`src/rtl/imem_loader.sv`:
```
// Byte-stream loader for the 19-bit instruction RAM: parses a length header, N big-endian
// words and a trailing checksum, writing each word as it completes while holding the CPU in reset.
module imem_loader #(
  parameter int ADDR_W         = 12,
  parameter int INST_W         = 19,
  parameter int BYTES_PER_WORD = 3
) (
  input  logic              clk,
  input  logic              rst_n,
  input  logic              start,
  input  logic [7:0]        rx_data,
  input  logic              rx_valid,
  output logic              rx_ready,
  output logic              wr_en,
  output logic [ADDR_W-1:0] wr_addr,
  output logic [INST_W-1:0] wr_data,
  output logic              cpu_hold,
  output logic              busy,
  output logic              done,
  output logic              err,
  output logic [1:0]        err_code
);

  // Payload bits carried by the first byte of a word, and length bits carried by LEN_HI.
  localparam int HI_W     = INST_W - 8 * (BYTES_PER_WORD - 1);
  localparam int LEN_HI_W = ADDR_W - 8;

  localparam logic [1:0] ERR_NONE = 2'b00;
  localparam logic [1:0] ERR_LEN  = 2'b01;
  localparam logic [1:0] ERR_WORD = 2'b10;
  localparam logic [1:0] ERR_CSUM = 2'b11;

  typedef enum logic [3:0] {
    S_IDLE,
    S_LEN_HI,
    S_LEN_LO,
    S_W0,
    S_W1,
    S_W2,
    S_WRITE,
    S_CSUM,
    S_DONE,
    S_ERR
  } state_t;

  state_t              state_reg;
  logic [ADDR_W-1:0]   len_reg;
  logic [HI_W-1:0]     word_hi_reg;
  logic [7:0]          word_mid_reg;
  logic [7:0]          csum_reg;
  logic                wr_en_reg;
  logic [ADDR_W-1:0]   wr_addr_reg;
  logic [INST_W-1:0]   wr_data_reg;
  logic                cpu_hold_reg;
  logic                busy_reg;
  logic                done_reg;
  logic                err_reg;
  logic [1:0]          err_code_reg;

  logic                take;
  logic [ADDR_W-1:0]   len_full;
  logic [ADDR_W-1:0]   addr_inc;

  always_comb begin
    rx_ready = 1'b0;
    case (state_reg)
      S_LEN_HI, S_LEN_LO, S_W0, S_W1, S_W2, S_CSUM: rx_ready = 1'b1;
      default:                                      rx_ready = 1'b0;
    endcase
  end

  assign take     = rx_valid & rx_ready;
  assign len_full = {len_reg[ADDR_W-1:8], rx_data};
  assign addr_inc = wr_addr_reg + 1'b1;

  assign wr_en    = wr_en_reg;
  assign wr_addr  = wr_addr_reg;
  assign wr_data  = wr_data_reg;
  assign cpu_hold = cpu_hold_reg;
  assign busy     = busy_reg;
  assign done     = done_reg;
  assign err      = err_reg;
  assign err_code = err_code_reg;

  always_ff @(posedge clk or negedge rst_n) begin
    if (!rst_n) begin
      state_reg    <= S_IDLE;
      len_reg      <= '0;
      word_hi_reg  <= '0;
      word_mid_reg <= '0;
      csum_reg     <= '0;
      wr_en_reg    <= 1'b0;
      wr_addr_reg  <= '0;
      wr_data_reg  <= '0;
      cpu_hold_reg <= 1'b1;
      busy_reg     <= 1'b0;
      done_reg     <= 1'b0;
      err_reg      <= 1'b0;
      err_code_reg <= ERR_NONE;
    end else begin
      case (state_reg)
        S_IDLE, S_DONE, S_ERR: begin
          if (start) begin
            state_reg    <= S_LEN_HI;
            csum_reg     <= '0;
            wr_addr_reg  <= '0;
            cpu_hold_reg <= 1'b1;
            busy_reg     <= 1'b1;
            done_reg     <= 1'b0;
            err_reg      <= 1'b0;
            err_code_reg <= ERR_NONE;
          end
        end

        S_LEN_HI: begin
          if (take) begin
            if (|rx_data[7:LEN_HI_W]) begin
              state_reg    <= S_ERR;
              busy_reg     <= 1'b0;
              err_reg      <= 1'b1;
              err_code_reg <= ERR_LEN;
            end else begin
              len_reg[ADDR_W-1:8] <= rx_data[LEN_HI_W-1:0];
              state_reg           <= S_LEN_LO;
            end
          end
        end

        S_LEN_LO: begin
          if (take) begin
            len_reg[7:0] <= rx_data;
            // An empty image goes straight to the checksum byte, which must then be zero.
            state_reg    <= (len_full == '0) ? S_CSUM : S_W0;
          end
        end

        S_W0: begin
          if (take) begin
            if (|rx_data[7:HI_W]) begin
              state_reg    <= S_ERR;
              busy_reg     <= 1'b0;
              err_reg      <= 1'b1;
              err_code_reg <= ERR_WORD;
            end else begin
              word_hi_reg <= rx_data[HI_W-1:0];
              csum_reg    <= csum_reg + rx_data;
              state_reg   <= S_W1;
            end
          end
        end

        S_W1: begin
          if (take) begin
            word_mid_reg <= rx_data;
            csum_reg     <= csum_reg + rx_data;
            state_reg    <= S_W2;
          end
        end

        S_W2: begin
          if (take) begin
            wr_data_reg <= {word_hi_reg, word_mid_reg, rx_data};
            wr_en_reg   <= 1'b1;
            csum_reg    <= csum_reg + rx_data;
            state_reg   <= S_WRITE;
          end
        end

        S_WRITE: begin
          // wr_addr doubles as the count of words written; it stops at N, never wrapping.
          wr_en_reg   <= 1'b0;
          wr_addr_reg <= addr_inc;
          state_reg   <= (addr_inc == len_reg) ? S_CSUM : S_W0;
        end

        S_CSUM: begin
          if (take) begin
            busy_reg <= 1'b0;
            if (rx_data == csum_reg) begin
              state_reg    <= S_DONE;
              done_reg     <= 1'b1;
              cpu_hold_reg <= 1'b0;
            end else begin
              state_reg    <= S_ERR;
              err_reg      <= 1'b1;
              err_code_reg <= ERR_CSUM;
            end
          end
        end

        default: begin
          state_reg <= S_IDLE;
        end
      endcase
    end
  end

endmodule

```
`config.mk`:
```
export PLATFORM = sky130hd
export DESIGN_NAME = imem_loader
export DESIGN_NICKNAME = d
export VERILOG_FILES = /design/src/rtl/imem_loader.sv
export SDC_FILE = /design/constraint.sdc
export NUM_CORES = 1
export LEC_CHECK = 0
export CORE_MARGIN = 3
export CORE_UTILIZATION = 45
export CTS_BUF_LIST = sky130_fd_sc_hd__clkbuf_8 sky130_fd_sc_hd__clkbuf_16
export DETAILED_ROUTE_END_ITERATION = 7
export PLACE_DENSITY = 0.64
export SYNTH_ARGS = -nofsm -noshare
export SYNTH_HDL_FRONTEND = slang
export SYNTH_SLANG_ARGS = --single-unit
export TNS_END_PERCENT = 50
```
`constraint.sdc`:
```
create_clock -name clk -period 2.2 [get_ports clk]
set_input_delay 0.66 -clock clk [delete_from_list [all_inputs] [get_ports clk]]
set_output_delay 0.66 -clock clk [all_outputs]
set_load 0.01 [all_outputs]
```
==> results.rst <==
.. list-table::
   :header-rows: 1

   * - Metric
     - Value
   * - Outcome
     - finished, final reports clean
   * - DRC violations left
     - 0
   * - Main flop type after synthesis
     - dfrtp_1
   * - Starting Density
     - 0.466
   * - Number of buffer cells added on primary ports
     - 50
   * - Post-synthesis sequential area ratio
     - 0.473
   * - Minimum clock period after layout
     - 2160 ps
   * - Final-report max-slew violation count
     - 0
   * - Clock transition at path regs
     - approximately 90 ps
   * - Largest net degree at the start of global routing
     - 32
   * - Detailed-routed wire length on met3
     - 294 um
   * - Crit path capture type
     - flop
   * - Area of the core region
     - 0.00830 sq mm
   * - Gate count of the mapped netlist
     - between 300 and 400
   * - Buffer type at the clock tree root
     - clkbuf_8
   * - HPWL after detailed placement
     - 7180 um
   * - Detail-routed net length per standard cell
     - 16.8 um
   * - Arrival time of the worst setup path
     - 2440 ps
   * - Grt ovf
     - 0
   * - Number of post-CTS setup repair buffers
     - 0
   * - Fraction of layout cells with a size suffix above 1
     - 0.270
   * - TritonCTS clock tree
     - built
   * - Final clock skew
     - 10.4 ps
   * - Clock latency reported for the late side of the worst-skew pair
     - 350 ps
   * - Worst setup slack before clock tree synthesis
     - -468 ps
   * - Global-route wire length before repair
     - 16,200 um
   * - Worst Path Class, Setup
     - in2reg
   * - Average cell area after synthesis
     - between 10 and 15 sq um
   * - Areal power density over the cells
     - 960 mW/mm^2
   * - Fraction of the cycle the final worst path needs
     - 0.980
   * - I/O Pins
     - 51
   * - Number of flip-flops under the largest register name
     - 19
   * - Worst hold path type
     - in2async
   * - Vias
     - roughly 3,100
   * - Post-route met1 wirelength
     - roughly 4600 um
   * - Cts bufs inserted
     - 9
   * - Post-Synthesis Cell Area
     - between 0.003 and 0.004 sq mm
   * - Tightest Pin Transition
     - 442 ps
   * - Filler Cell Count
     - between 700 and 800
   * - GR Util All Layers
     - 0.208
   * - Layout overhead on the synthesized area
     - 31.1%
   * - RD Place Congestion
     - 0.891
   * - Clock tree sinks
     - 73
   * - Post-synth EDFFs
     - 0
   * - WL met2
     - 4490 um
   * - Via/cell ratio
     - 5.53
   * - Number of antenna violations at the first check in global routing
     - 0
   * - Num rows
     - 33
   * - Bufs on Longest Clock Path
     - 2
   * - Number of levels in the clock H-tree
     - 3
   * - Final count of hold timing violations
     - 0
   * - Die Outline Area
     - 0.00974 sq mm
   * - Fmax achieved
     - 464 MHz
   * - Synth async-reset ratio
     - 1.00
   * - IR Drop Worst-Case VDD
     - about 520 uV
   * - Number of endpoints failing setup at the final stage
     - 0
   * - Category of the worst setup path launch point
     - input port
   * - Final nets
     - 477
   * - Number of nets with antenna violations after routing
     - 0
   * - Crit-path max FO
     - 5
   * - Diode count
     - 0
   * - Violation count after the first detailed-routing iteration
     - 132
   * - Number of maximum-capacitance constraint violations
     - 0
   * - Synthesis-stage register bit count
     - 73
   * - Synth warn
     - 0
   * - Number of global-route vias before repair
     - between 3,000 and 4,000
   * - Die Wd
     - ~99 um
   * - Post-Synthesis Net Count
     - 389
   * - Leakage power
     - 2.23 nW
   * - Number of different library cells in the post-synthesis netlist
     - slightly below 60
   * - Max layer used
     - met4
   * - Crit path required time
     - 2490 ps
   * - Final worst-path setup slack
     - 44.1 ps
   * - Vertical extent of the die
     - around 100 um
   * - Final TNS setup
     - 0 ps
   * - Max transition margin
     - 0.705
   * - Routed wire length
     - between 9000 and 10,000 um
   * - Count of TritonRoute iterations in the first routing pass
     - 4
==> cells by family (layout without fill, tap and decap cells) <==
group	after synthesis	in the layout	share of synthesized area
xor+xnor	22	22	0.0498
compound gates	77	77	0.133
fa+ha+maj	10	10	0.0343
simple gates	113	113	0.160
flops	73	73	0.473
buf+inv	31	124	0.0320
mux	41	41	0.119
==> per-layer routing <==
| layer | vias up | GRT usage |
|---|---|---|
| li1 | 1521 | - |
| met1 | 1534 | 0.284 |
| met2 | 55 | 0.337 |
| met3 | 13 | 0.0410 |
| met4 | 0 | 0.0599 |
| met5 | - | 0 |
==> report_power, final <==
group / internal (mW) / switching [mW] / total, mW / leakage, nW
clock network: 0.533 / 0.543 / 1.08 / 0.100
registers: 1.76 / 0.263 / 2.02 / 0.949
logic: 0.992 / 0.778 / 1.77 / 1.18
==> critical path, cell delays in order <==
cell	delay, ps
clkdlybuf4s50_1	550
ha_4	250
nor4_2	270
nand3_1	200
o31ai_1	220
and3_1	210
a21o_1	90
==> through the flow <==
| step | instances | instance area [sq um] | utilization | hold WS [ps] | total power, mW |
|---|---|---|---|---|---|
| 2_1_floorplan | 367 | 3870 | - | 364 | 2.94 |
| 3_3_place_gp | 549 | 4780 | 0.576 | 452 | 3.77 |
| 3_5_place_dp | 549 | 4780 | 0.576 | 453 | 3.83 |
| 4_1_cts | 565 | 5000 | 0.602 | 200 | 4.92 |
| 5_1_grt | 565 | 5070 | 0.611 | 200 | 5.17 |
| 6_report | 565 | 5070 | 0.611 | 192 | 4.87 |
==> path summary, 6_finish.rpt <==
path / slack, ps / to / from / cells past startpoint
max in group asynchronous: 1420 / wr_data[6] / rst_n / 2
worst max register to register: 220 / state_reg[2] / wr_addr[2] / 5
worst min-delay path: 190 / wr_addr[2] / rst_n / 1
worst max-delay path: 40 / done / rx_data[4] / 7
min in group clk: 470 / cpu_hold / cpu_hold / 2
worst min register to register: 470 / cpu_hold / cpu_hold / 2
==> cell usage after synthesis, types with 2 or more instances <==
library cell | count | share of area
a211oi_1 | 3 | 0.0058
a21o_1 | 3 | 0.0058
a21oi_1 | 9 | 0.012
a22oi_1 | 2 | 0.0039
a311oi_1 | 2 | 0.0045
a31oi_1 | 2 | 0.0032
and2_1 | 6 | 0.0097
and3_1 | 5 | 0.0081
buf_2 | 6 | 0.0078
clkbuf_1 | 10 | 0.0097
dfrtp_1 | 72 | 0.47
ha_1 | 9 | 0.029
inv_1 | 15 | 0.015
mux2_2 | 40 | 0.12
nand2_1 | 25 | 0.024
nand2b_1 | 4 | 0.0065
nand3_1 | 20 | 0.026
nand4_1 | 3 | 0.0049
nor2_1 | 19 | 0.018
nor2b_1 | 3 | 0.0049
nor3_1 | 7 | 0.0091
nor4_1 | 4 | 0.0065
nor4_2 | 2 | 0.0065
o2111ai_1 | 3 | 0.0068
o21ai_0 | 31 | 0.040
o2bb2ai_1 | 2 | 0.0045
o31ai_1 | 5 | 0.0097
o41ai_1 | 2 | 0.0045
or3_1 | 3 | 0.0049
xnor2_1 | 15 | 0.034
xor2_1 | 7 | 0.016
==> what timing repair did <==
| action | in CTS | in global routing |
|---|---|---|
| hold buffers | 0 | 0 |
| resized for setup | 7 | 10 |
| cloned | 0 | 0 |
| pin swaps | 0 | 1 |
| endpoints found under the setup margin | 5 | 8 |
==> placed cells by master (no fill, tap or decap), types with 4 or more instances in the layout <==
cell type	count
dfrtp_1	71
clkdlybuf4s50_1	45
buf_4	42
mux2_2	40
o21ai_0	30
nand2_1	25
nand3_1	20
nor2_1	19
inv_1	15
xnor2_1	15
clkbuf_8	9
a21oi_1	8
xor2_1	7
and2_1	6
nor3_1	5
and3_1	5
o31ai_1	5
nand2b_1	4
ha_1	4
ha_4	4
==> layout make-up <==
cell class | count | area (sq um) | area share
clock inverters | 7 | 77.6 | 0.0153
inverters | 15 | 56.3 | 0.0111
well taps | 105 | 131 | 0.0259
repair buffers | 93 | 845 | 0.167
multi-input cells | 263 | 2010 | 0.396
flip-flops and latches | 73 | 1830 | 0.361
clock buffers | 9 | 124 | 0.0244
Note: power is estimated with default switching activity, not from simulation.
